File: src/rtl/fibonacci_gen_if.sv
// fibonacci_gen_if
// Purpose : groups the Fibonacci generator's control, seed and output
//           handshake signals so the generator and its consumer share one
//           bundle.
// Signals : f_en      advance enable (consumer -> generator)
//           f_load    seed load strobe
//           f_seed_a  first seed term, WIDTH bits
//           f_seed_b  second seed term, WIDTH bits
//           f_ready   consumer accepts f_out
//           f_valid   f_out holds a term (generator -> consumer)
//           f_out     current term, WIDTH bits
//           f_last    f_out is the last term representable in WIDTH bits
//           f_index   index of the term on f_out, IDX_W bits
//                     (only when FIBO_INDEX_EN is defined)
// Modports: master = generator side, slave = consumer side.
interface fibonacci_gen_if #(
   parameter int WIDTH = 16,
   parameter int IDX_W = 6
);

   logic             f_en;
   logic             f_load;
   logic [WIDTH-1:0] f_seed_a;
   logic [WIDTH-1:0] f_seed_b;
   logic             f_ready;
   logic             f_valid;
   logic [WIDTH-1:0] f_out;
   logic             f_last;
`ifdef FIBO_INDEX_EN
   logic [IDX_W-1:0] f_index;
`endif

   modport master (
      input  f_en, f_load, f_seed_a, f_seed_b, f_ready,
`ifdef FIBO_INDEX_EN
      output f_index,
`endif
      output f_valid, f_out, f_last
   );

   modport slave (
      output f_en, f_load, f_seed_a, f_seed_b, f_ready,
`ifdef FIBO_INDEX_EN
      input  f_index,
`endif
      input  f_valid, f_out, f_last
   );

endinterface

File: src/rtl/fibonacci_gen.sv
// fibonacci_gen
// Purpose : produces a Fibonacci-style sequence from two loadable seeds,
//           presenting one term per advance through a valid/ready output.
//           When the following term would not fit in WIDTH bits the current
//           term is flagged f_last and the sequence restarts from the seeds.
// Ports   : clock  single clock, all state on the rising edge
//           reset  asynchronous, active-high reset
//           fib    fibonacci_gen_if.master (f_en, f_load, f_seed_a,
//                  f_seed_b, f_ready in; f_valid, f_out, f_last out)
// Options : define FIBO_INDEX_EN to add the f_index output and its counter.
module fibonacci_gen #(
   parameter int WIDTH = 16,
   parameter int IDX_W = 6
) (
   input  logic           clock,
   input  logic           reset,
   fibonacci_gen_if.master fib
);

   logic [WIDTH-1:0] cur;
   logic [WIDTH-1:0] nxt;
   logic             nxt_ovf;
   logic [WIDTH-1:0] sa;
   logic [WIDTH-1:0] sb;
   logic [WIDTH:0]   sum;
   logic             slot_free;
   logic             advance;
   logic             transfer;

   // The output slot can take a new term when it is empty or being drained
   // this cycle. A load always wins over an advance, so the generator only
   // moves when no load is requested. The sum is one bit wider so its top
   // bit tells whether the upcoming term still fits.
   always_comb begin
      slot_free = !fib.f_valid | fib.f_ready;
      advance   = fib.f_en & slot_free & !fib.f_load;
      transfer  = fib.f_valid & fib.f_ready;
      sum       = {1'b0, cur} + {1'b0, nxt};
   end

   // Generator and output register. nxt_ovf marks that nxt could not hold
   // the true next term, so the term in cur is the last valid one; when it
   // is presented the generator reloads the seeds instead of adding. A load
   // that coincides with a transfer simply lets the consumer take the term
   // and then empties the slot, so nothing is repeated.
   always_ff @(posedge clock or posedge reset) begin
      if (reset) begin
         cur         <= '0;
         nxt         <= WIDTH'(1);
         nxt_ovf     <= 1'b0;
         sa          <= '0;
         sb          <= WIDTH'(1);
         fib.f_valid <= 1'b0;
         fib.f_out   <= '0;
         fib.f_last  <= 1'b0;
      end else if (fib.f_load) begin
         sa          <= fib.f_seed_a;
         sb          <= fib.f_seed_b;
         cur         <= fib.f_seed_a;
         nxt         <= fib.f_seed_b;
         nxt_ovf     <= 1'b0;
         fib.f_valid <= 1'b0;
      end else if (advance) begin
         fib.f_out   <= cur;
         fib.f_last  <= nxt_ovf;
         fib.f_valid <= 1'b1;
         if (nxt_ovf) begin
            cur     <= sa;
            nxt     <= sb;
            nxt_ovf <= 1'b0;
         end else begin
            cur     <= nxt;
            nxt     <= sum[WIDTH-1:0];
            nxt_ovf <= sum[WIDTH];
         end
      end else if (transfer) begin
         fib.f_valid <= 1'b0;
      end
   end

`ifdef FIBO_INDEX_EN
   logic [IDX_W-1:0] idx_cnt;

   // Term index. Each advance presents the count alongside the term and then
   // moves on; presenting the last term restarts the count with the seeds.
   // Ordinary overflow wraps naturally modulo 2^IDX_W.
   always_ff @(posedge clock or posedge reset) begin
      if (reset) begin
         idx_cnt     <= '0;
         fib.f_index <= '0;
      end else if (fib.f_load) begin
         idx_cnt     <= '0;
      end else if (advance) begin
         fib.f_index <= idx_cnt;
         if (nxt_ovf) begin
            idx_cnt <= '0;
         end else begin
            idx_cnt <= idx_cnt + IDX_W'(1);
         end
      end
   end
`endif

endmodule

File: src/flat_wrapper.sv
// flat-port wrapper written by rule: the top's interface ports become plain ports
module fibonacci_gen_flat 
#(
   parameter int WIDTH = 16,
   parameter int IDX_W = 6
)
  (clock, reset, fib_f_en, fib_f_load, fib_f_seed_a, fib_f_seed_b, fib_f_ready, fib_f_valid, fib_f_out, fib_f_last);
  fibonacci_gen_if #(.WIDTH(WIDTH), .IDX_W(IDX_W)) fib_i ();
  input  logic clock;
  input  logic reset;
  input wire logic [$bits(fib_i.f_en)-1:0] fib_f_en;
  input wire logic [$bits(fib_i.f_load)-1:0] fib_f_load;
  input wire logic [$bits(fib_i.f_seed_a)-1:0] fib_f_seed_a;
  input wire logic [$bits(fib_i.f_seed_b)-1:0] fib_f_seed_b;
  input wire logic [$bits(fib_i.f_ready)-1:0] fib_f_ready;
  output wire logic [$bits(fib_i.f_valid)-1:0] fib_f_valid;
  output wire logic [$bits(fib_i.f_out)-1:0] fib_f_out;
  output wire logic [$bits(fib_i.f_last)-1:0] fib_f_last;
  assign fib_i.f_en = fib_f_en;
  assign fib_i.f_load = fib_f_load;
  assign fib_i.f_seed_a = fib_f_seed_a;
  assign fib_i.f_seed_b = fib_f_seed_b;
  assign fib_i.f_ready = fib_f_ready;
  assign fib_f_valid = fib_i.f_valid;
  assign fib_f_out = fib_i.f_out;
  assign fib_f_last = fib_i.f_last;
  fibonacci_gen #(.WIDTH(WIDTH), .IDX_W(IDX_W)) u_core (.clock(clock), .reset(reset), .fib(fib_i));
endmodule
File: config.mk
export PLATFORM = sky130hd
export DESIGN_NAME = fibonacci_gen_flat
export DESIGN_NICKNAME = d
export VERILOG_FILES = /design/src/rtl/fibonacci_gen_if.sv /design/src/rtl/fibonacci_gen.sv /design/src/flat_wrapper.sv
export SDC_FILE = /design/constraint.sdc
export NUM_CORES = 1
export LEC_CHECK = 0
export CAP_MARGIN = 20
export CORE_MARGIN = 1
export CORE_UTILIZATION = 30
export DETAILED_ROUTE_END_ITERATION = 8
export DONT_BUFFER_PORTS = 1
export GPL_ROUTABILITY_DRIVEN = 0
export GPL_TIMING_DRIVEN = 0
export MAX_ROUTING_LAYER = met4
export PLACE_DENSITY = 0.42
export SLEW_MARGIN = 20
export SYNTH_ARGS = -nofsm -noshare
export SYNTH_HDL_FRONTEND = slang
export SYNTH_SLANG_ARGS = --single-unit
File: constraint.sdc
create_clock -name clock -period 2.3 [get_ports clock]
set_input_delay 0 -clock clock [delete_from_list [all_inputs] [get_ports clock]]
set_output_delay 0 -clock clock [all_outputs]
set_load 0.1 [all_outputs]
==> flow_summary_export.csv, run 1 <==
group,metric,value,unit
power,power.total,5284,uW
logic_synthesis,syn_area,0.004319,sq mm
worst_setup_path,startpoint,"u_core.nxt[0]$_DFFE_PP1P_",
worst_setup_path,cp.arrival,2.60,ns
global_routing,grt_pass1_wl,20090,microns
worst_hold_path,hold_class,"in2reg",
worst_setup_path,rr_endpoint,"u_core.nxt[14]$_DFFE_PP0P_",
global_routing,grt_max_degree,43,
detailed_routing,drt_iter0_drc,165,
power,power_frac_comb,25.8,%
worst_setup_path,rrSetupSlack,-0.10,ns
clocking,clock_latency,0.35,ns
power,intPower,3214,uW
power,p_leak,0.002295,uW
timing,finClkSkew,0.006903,ns
clocking,cts_tree,"done",
floorplanning,rows,43,
finish,final_common_cell,"dfrtp_1",
power,power_density,996.6,mW/mm^2
worst_setup_path,cp.required,2.50,ns
floorplanning,die_x,122.0,microns
global_routing,grt_usage,19.07,%
global_routing,antenna_found_initial,0,
timing,finalCriticalPeriod,2.400,ns
place,place_ws,-0.5718,ns
detailed_routing,wl_per_cell,18.53,microns
clocking,cts_made_buffers,9,
timing,hold_viol,0,
power,switching_share,39.18,%
power,vdd_drop_max,0.0005828,V
worst_setup_path,crit_type,"reg2reg",
timing,finalSetupViolCount,2,
worst_setup_path,crit_end,"u_core.nxt[14]$_DFFE_PP0P_",
logic_synthesis,synth-async-reset-ratio,100.0,%
detailed_routing,totalWireLength,12580,microns
global_routing,grt_pass1_vias,3581,
logic_synthesis,syn_nets,499,
detailed_routing,vias_per_cell,4.982,
status,outcome,"complete, but fails checks",
logic_synthesis,yosys-top-cells-area,"dfrtp_1 (47%), o21ai_0 (6.8%), mux2_2 (6.3%)",
floorplanning,core_area,0.01399,sq mm
finish,layout_common_cells,"dfrtp_1 (80), o21ai_0 (58), a21oi_1 (43)",
timing,setup_slack,-0.1004,ns
floorplanning,die_h,122.0,microns
timing,tightest_slew,0.8935,ns
finish,drive_gt1_share,13.63,%
clocking,htreeDepth,3,
timing,maxSlewHeadroom,40.44,%
timing,rsz0062_at_grt,"yes",
worst_setup_path,worstReg2RegStart,"u_core.nxt[0]$_DFFE_PP1P_",
finish,fin_nets,548,
worst_hold_path,min_from,"fib_f_en",
status,violations,"negative setup slack",
finish,area_growth,22.74,%
clocking,cts_sinks,83,
place,port_buffers,0,
logic_synthesis,ys_seq_elements,83,
timing,post-route-period-util,104.4,%
clocking,cts-root-buf,"clkbuf_16",
timing,fmax,416.6,MHz
run,max-cap-violations,0,
logic_synthesis,synthCells,445,
detailed_routing,drcViolationCount,0,
worst_hold_path,min_delay_path_depth,3,
worst_setup_path,reg2regPathDepth,8,
clocking,clkTransAtPathRegs,0.06,ns
place,dp_hpwl,8742,microns
power,seqPwrFrac,45.3,%
detailed_routing,drt_pre_antenna_iters,4,
finish,num-fill-cells,1452,
worst_setup_path,end_kind,"flip-flop",
detailed_routing,ant_nets,0,
power,pwr-share-clk,28.9,%
detailed_routing,num_vias,3383,
timing,slew_viol_final,0,
worst_setup_path,crit_path_start_kind,"flip-flop",
finish,n_antenna_cell,0,
floorplanning,ios,55,
logic_synthesis,avgSynthCellArea,9.706,sq um
logic_synthesis,synthFlopType,"dfrtp_1",
logic_synthesis,synth_warnings,0,
logic_synthesis,synth-seq-area-share,48.15,%
finish,multi_input_area,0.002076,sq mm
logic_synthesis,synth_top_area_share,46.93,%
logic_synthesis,yosys.area.top_type,"dfrtp_1",
power,p_switching,2070,uW
finish,register_area,0.002081,sq mm
logic_synthesis,synth_cell_types,45,
worst_setup_path,critPathMaxFanout,3,
logic_synthesis,synth_edf_count,0,
global_routing,gr-total-overflow,0,
floorplanning,dieArea,0.01488,sq mm
floorplanning,start_util,30.88,%
clocking,cts_buffer_depth,2,
[cell type report]
type                       count  share of cell area, %
inverter                      28                  2.030
timing repair buffer          39                  7.553
clock buffer                  12                  5.027
sequential                    83                  39.25
tap                          180                  4.248
buffer                        23                  1.841
multi-input combinational    310                  39.16
clock inverter                 4                 0.8969
[synthesized netlist by cell type (2+ instances only)]
library cell / instances
buf_2: 2
clkbuf_1: 13
a22oi_1: 2
xor2_1: 7
nand2b_1: 2
nor2_1: 33
o21ai_0: 59
a31oi_1: 2
a2111oi_2: 2
and3_1: 4
nor3b_1: 2
nor3_1: 6
a21o_1: 7
mux2_2: 24
a211o_1: 3
ha_1: 16
xnor2_1: 6
mux2i_1: 18
buf_1: 9
dfrtp_1: 81
a21oi_1: 45
dfstp_2: 2
nand3_1: 4
o41ai_1: 2
o221ai_1: 2
o21bai_1: 2
nand2_1: 39
inv_1: 28
o211ai_1: 7
[power by group through the flow]
stage	Combinational, uW	Clock (uW)	Sequential (uW)
3_5_place_dp	1280	0	2430
5_1_grt	1530	1620	2430
4_1_cts	1360	1570	2400
6_report	1360	1530	2400
2_1_floorplan	1010	0	2350
3_3_place_gp	1260	0	2420
[per-layer routing]
| layer | GRT usage, % | share of wire [%] |
|---|---|---|
| met1 | 24.19 | 46 |
| met2 | 30.23 | 48 |
| met3 | 4.541 | 4.3 |
| met4 | 5.170 | 0.99 |
| met5 | - | 0 |
[how the worst min path moves through the flow]
stage / to / slack [ns]
4_1_cts: u_core.nxt[8]$_DFFE_PP0P_ / 0.15
3_5_place_dp: u_core.fib.f_valid$_DFFE_PP0P_ / -0.02
6_report: u_core.nxt[8]$_DFFE_PP0P_ / 0.15
5_1_grt: u_core.nxt[8]$_DFFE_PP0P_ / 0.18
2_1_floorplan: u_core.fib.f_valid$_DFFE_PP0P_ / 0.12
3_3_place_gp: u_core.fib.f_valid$_DFFE_PP0P_ / 0.13
[sequential cells by signal, indices dropped and copies added, names as in the netlist]
register and count:
u_core.sa 16, u_core.cur 16, u_core.fib.f_out 16, u_core.nxt 16, u_core.sb 16, u_core.fib.f_valid 1, u_core.fib.f_last 1, u_core.nxt_ovf 1
[timing repair]
item / 4_1_cts / 5_1_grt
endpoints found under the hold margin: 106 / 0
resized for setup: 10 / 5
buffers inserted: 3 / 0
hold buffers: 35 / 0
pin swaps: 7 / 3
setup endpoints to repair: 40 / 17
[kinds of logic after synthesis]
kind of cell,count (synthesis),synth area share [%]
flops,83,48.15
buf+inv,52,4.577
mux,42,10.43
xor+xnor,13,2.636
simple gates,97,9.792
compound gates,141,19.32
fa+ha+maj,17,5.098
[critical path: stages, from the launching register on]
cell and delay, ns:
dfstp_2 0.56, ha_4 0.15, fa_2 0.21, a211oi_2 0.07
o21a_2 0.23, a2111oi_2 0.46, o41a_1 0.26, xnor2_1 0.18
o221ai_1 0.13
[metrics by stage]
step           hold WS, ns  cells  TNS, ns  utilization (%)  cell area, sq um
6_report            0.1484    679  -0.1789            37.90              5301
4_1_cts             0.1485    680  -0.4859            37.85              5295
3_3_place_gp        0.1274    625   -93.83            32.52              4549
3_5_place_dp      -0.02215    626   -15.22            32.74              4579
5_1_grt             0.1833    679  -0.4504            37.90              5301
2_1_floorplan       0.1242    445        0                -              4324
No activity file was read; power rests on OpenSTA's default activity.
==> inputs of run 2 (changes only) <==
CORE_ASPECT_RATIO = 1.75   (was unset)
==> run 2 against run 1 <==
Net effect: first-iteration DRC count is 16% lower; die area is 0.12% higher; setup slack worse by 0.032 ns; clock power is 10% higher; combinational power is 3% higher; global-route usage is 0.087 points lower; total power is 3.6% higher; clock-buffer cell count is 1 lower; routed wire length is 2.3% higher; core utilization is 0.33 points higher; the run still ends with negative setup slack left; critical path type unchanged; maximum frequency is 1.3% lower; critical path depth is 1 higher.
==> flow_summary_export.csv, run 2 (synthesis gave the netlist of run 1 again) <==
group,metric,value,unit
status,outcome,"complete, but fails checks",
status,violations,"negative setup slack",
timing,maxSlewHeadroom,40.27,%
timing,setup_slack,-0.1328,ns
floorplanning,die_x,92.70,microns
floorplanning,die_h,160.7,microns
detailed_routing,drt_pre_antenna_iters,6,
detailed_routing,num_vias,3411,
clocking,cts_buffer_depth,2,
finish,num-fill-cells,1466,
finish,drive_gt1_share,13.97,%
finish,layout_common_cells,"dfrtp_1 (80), o21ai_0 (58), a21oi_1 (43)",
global_routing,grt_pass1_wl,20240,microns
floorplanning,dieArea,0.01490,sq mm
timing,tightest_slew,0.8959,ns
floorplanning,core_area,0.01398,sq mm
timing,slew_viol_final,0,
global_routing,grt_usage,18.99,%
timing,finalCriticalPeriod,2.433,ns
timing,finClkSkew,0.007837,ns
timing,fmax,411.0,MHz
place,place_inst,623,
worst_setup_path,cp.required,2.50,ns
finish,area_growth,23.73,%
clocking,htreeDepth,3,
clocking,cts_tree,"done",
global_routing,antenna_found_initial,0,
timing,hold_viol,0,
floorplanning,rows,57,
finish,instances_no_fill,678,
clocking,cts_sinks,83,
detailed_routing,wl_per_cell,18.98,microns
finish,multi_input_area,0.002087,sq mm
worst_setup_path,end_kind,"flip-flop",
detailed_routing,totalWireLength,12870,microns
finish,register_area,0.002083,sq mm
worst_setup_path,critPathMaxFanout,2,
worst_setup_path,crit_path_start_kind,"flip-flop",
worst_hold_path,hold_class,"in2reg",
clocking,cts_made_buffers,9,
detailed_routing,ant_nets,0,
finish,n_antenna_cell,0,
place,port_buffers,0,
power,power_density,1025,mW/mm^2
finish,final_common_cell,"dfrtp_1",
clocking,cts-root-buf,"clkbuf_16",
clocking,clkTransAtPathRegs,0.06,ns
power,p_leak,0.002319,uW
worst_setup_path,cp.arrival,2.63,ns
finish,fin_util,38.23,%
timing,post-route-period-util,105.8,%
floorplanning,start_util,30.90,%
place,dp_hpwl,9409,microns
place,place_ws,-0.5988,ns
timing,finalSetupViolCount,2,
floorplanning,ios,55,
global_routing,gr-total-overflow,0,
clocking,clock_latency,0.35,ns
power,vdd_drop_max,0.0004667,V
timing,rsz0062_at_grt,"yes",
worst_setup_path,rrSetupSlack,-0.13,ns
run,max-cap-violations,0,
detailed_routing,vias_per_cell,5.031,
timing,hold_slack,0.1385,ns
finish,fin_nets,550,
worst_setup_path,crit_type,"reg2reg",
global_routing,grt_pass1_vias,3641,
global_routing,grt_max_degree,48,
detailed_routing,drcViolationCount,0,
detailed_routing,drt_iter0_drc,138,
-- run 2: changes by cell type in the layout (fill, tap and decap cells not counted), moves of 2 or more --
cell and change:
bufinv_16 +2, buf_4 +2, clkbuf_1 +2, clkbuf_8 -2
-- run 2: metrics by stage --
stage	instance area (sq um)	TNS [ns]	power (uW)
floorplan	4324	0	3364
global placement	4546	-93.89	3689
detailed placement	4568	-17.67	3713
CTS	5316	-0.5952	5514
global route	5344	-0.4771	5771
finish	5344	-0.2381	5476
-- run 2: repair_timing --
item	4_1_cts	5_1_grt
buffers inserted	4	1
setup endpoints to repair	41	16
pin swaps	7	2
endpoints found under the hold margin	111	0
gates resized for setup	8	7
hold buffers	35	0
-- run 2: final cells by class --
cell class | instances | area share (%)
clock buffer | 11 | 4.542
clock inverter | 5 | 1.873
buffer | 23 | 1.756
sequential | 83 | 38.98
multi-input combinational | 310 | 39.05
tap | 177 | 4.144
inverter | 28 | 2.014
timing repair buffer | 41 | 7.633
-- run 2: critical path: stages, from the launching register on --
cell	delay (ns)
dfrtp_1	0.41
ha_4	0.19
fa_2	0.36
a211oi_2	0.24
o21a_2	0.19
a2111oi_2	0.08
o41a_1	0.39
buf_4	0.17
xnor2_2	0.13
o221ai_1	0.12
-- run 2: power by group --
group / switching, uW / internal (uW)
sequential: 715 / 1680
combinational: 761 / 637
clock: 600 / 1090
total: 2080 / 3400
-- run 2: final timing paths --
path                                           start                         end  depth (start not counted)
setup / recovery           u_core.cur[0]$_DFFE_PP0P_  u_core.nxt[14]$_DFFE_PP0P_                          9
hold / removal                              fib_f_en  u_core.nxt[13]$_DFFE_PP0P_                          3
setup reg to reg           u_core.cur[0]$_DFFE_PP0P_  u_core.nxt[14]$_DFFE_PP0P_                          9
hold reg to reg             u_core.sb[0]$_DFFE_PP1P_    u_core.sb[0]$_DFFE_PP1P_                          2
max in group asynchronous                      reset    u_core.sb[0]$_DFFE_PP1P_                          3
min in group asynchronous                      reset    u_core.sb[3]$_DFFE_PP0P_                          2
-- run 2: per-layer routing --
layer / wire length, microns / up-vias / GRT usage [%]
met5: 0 / - / -
met4: 289 / 0 / 7.273
met3: 343 / 17 / 2.983
met2: 7146 / 56 / 34.58
met1: 5090 / 1673 / 20.26
li1: - / 1665 / -
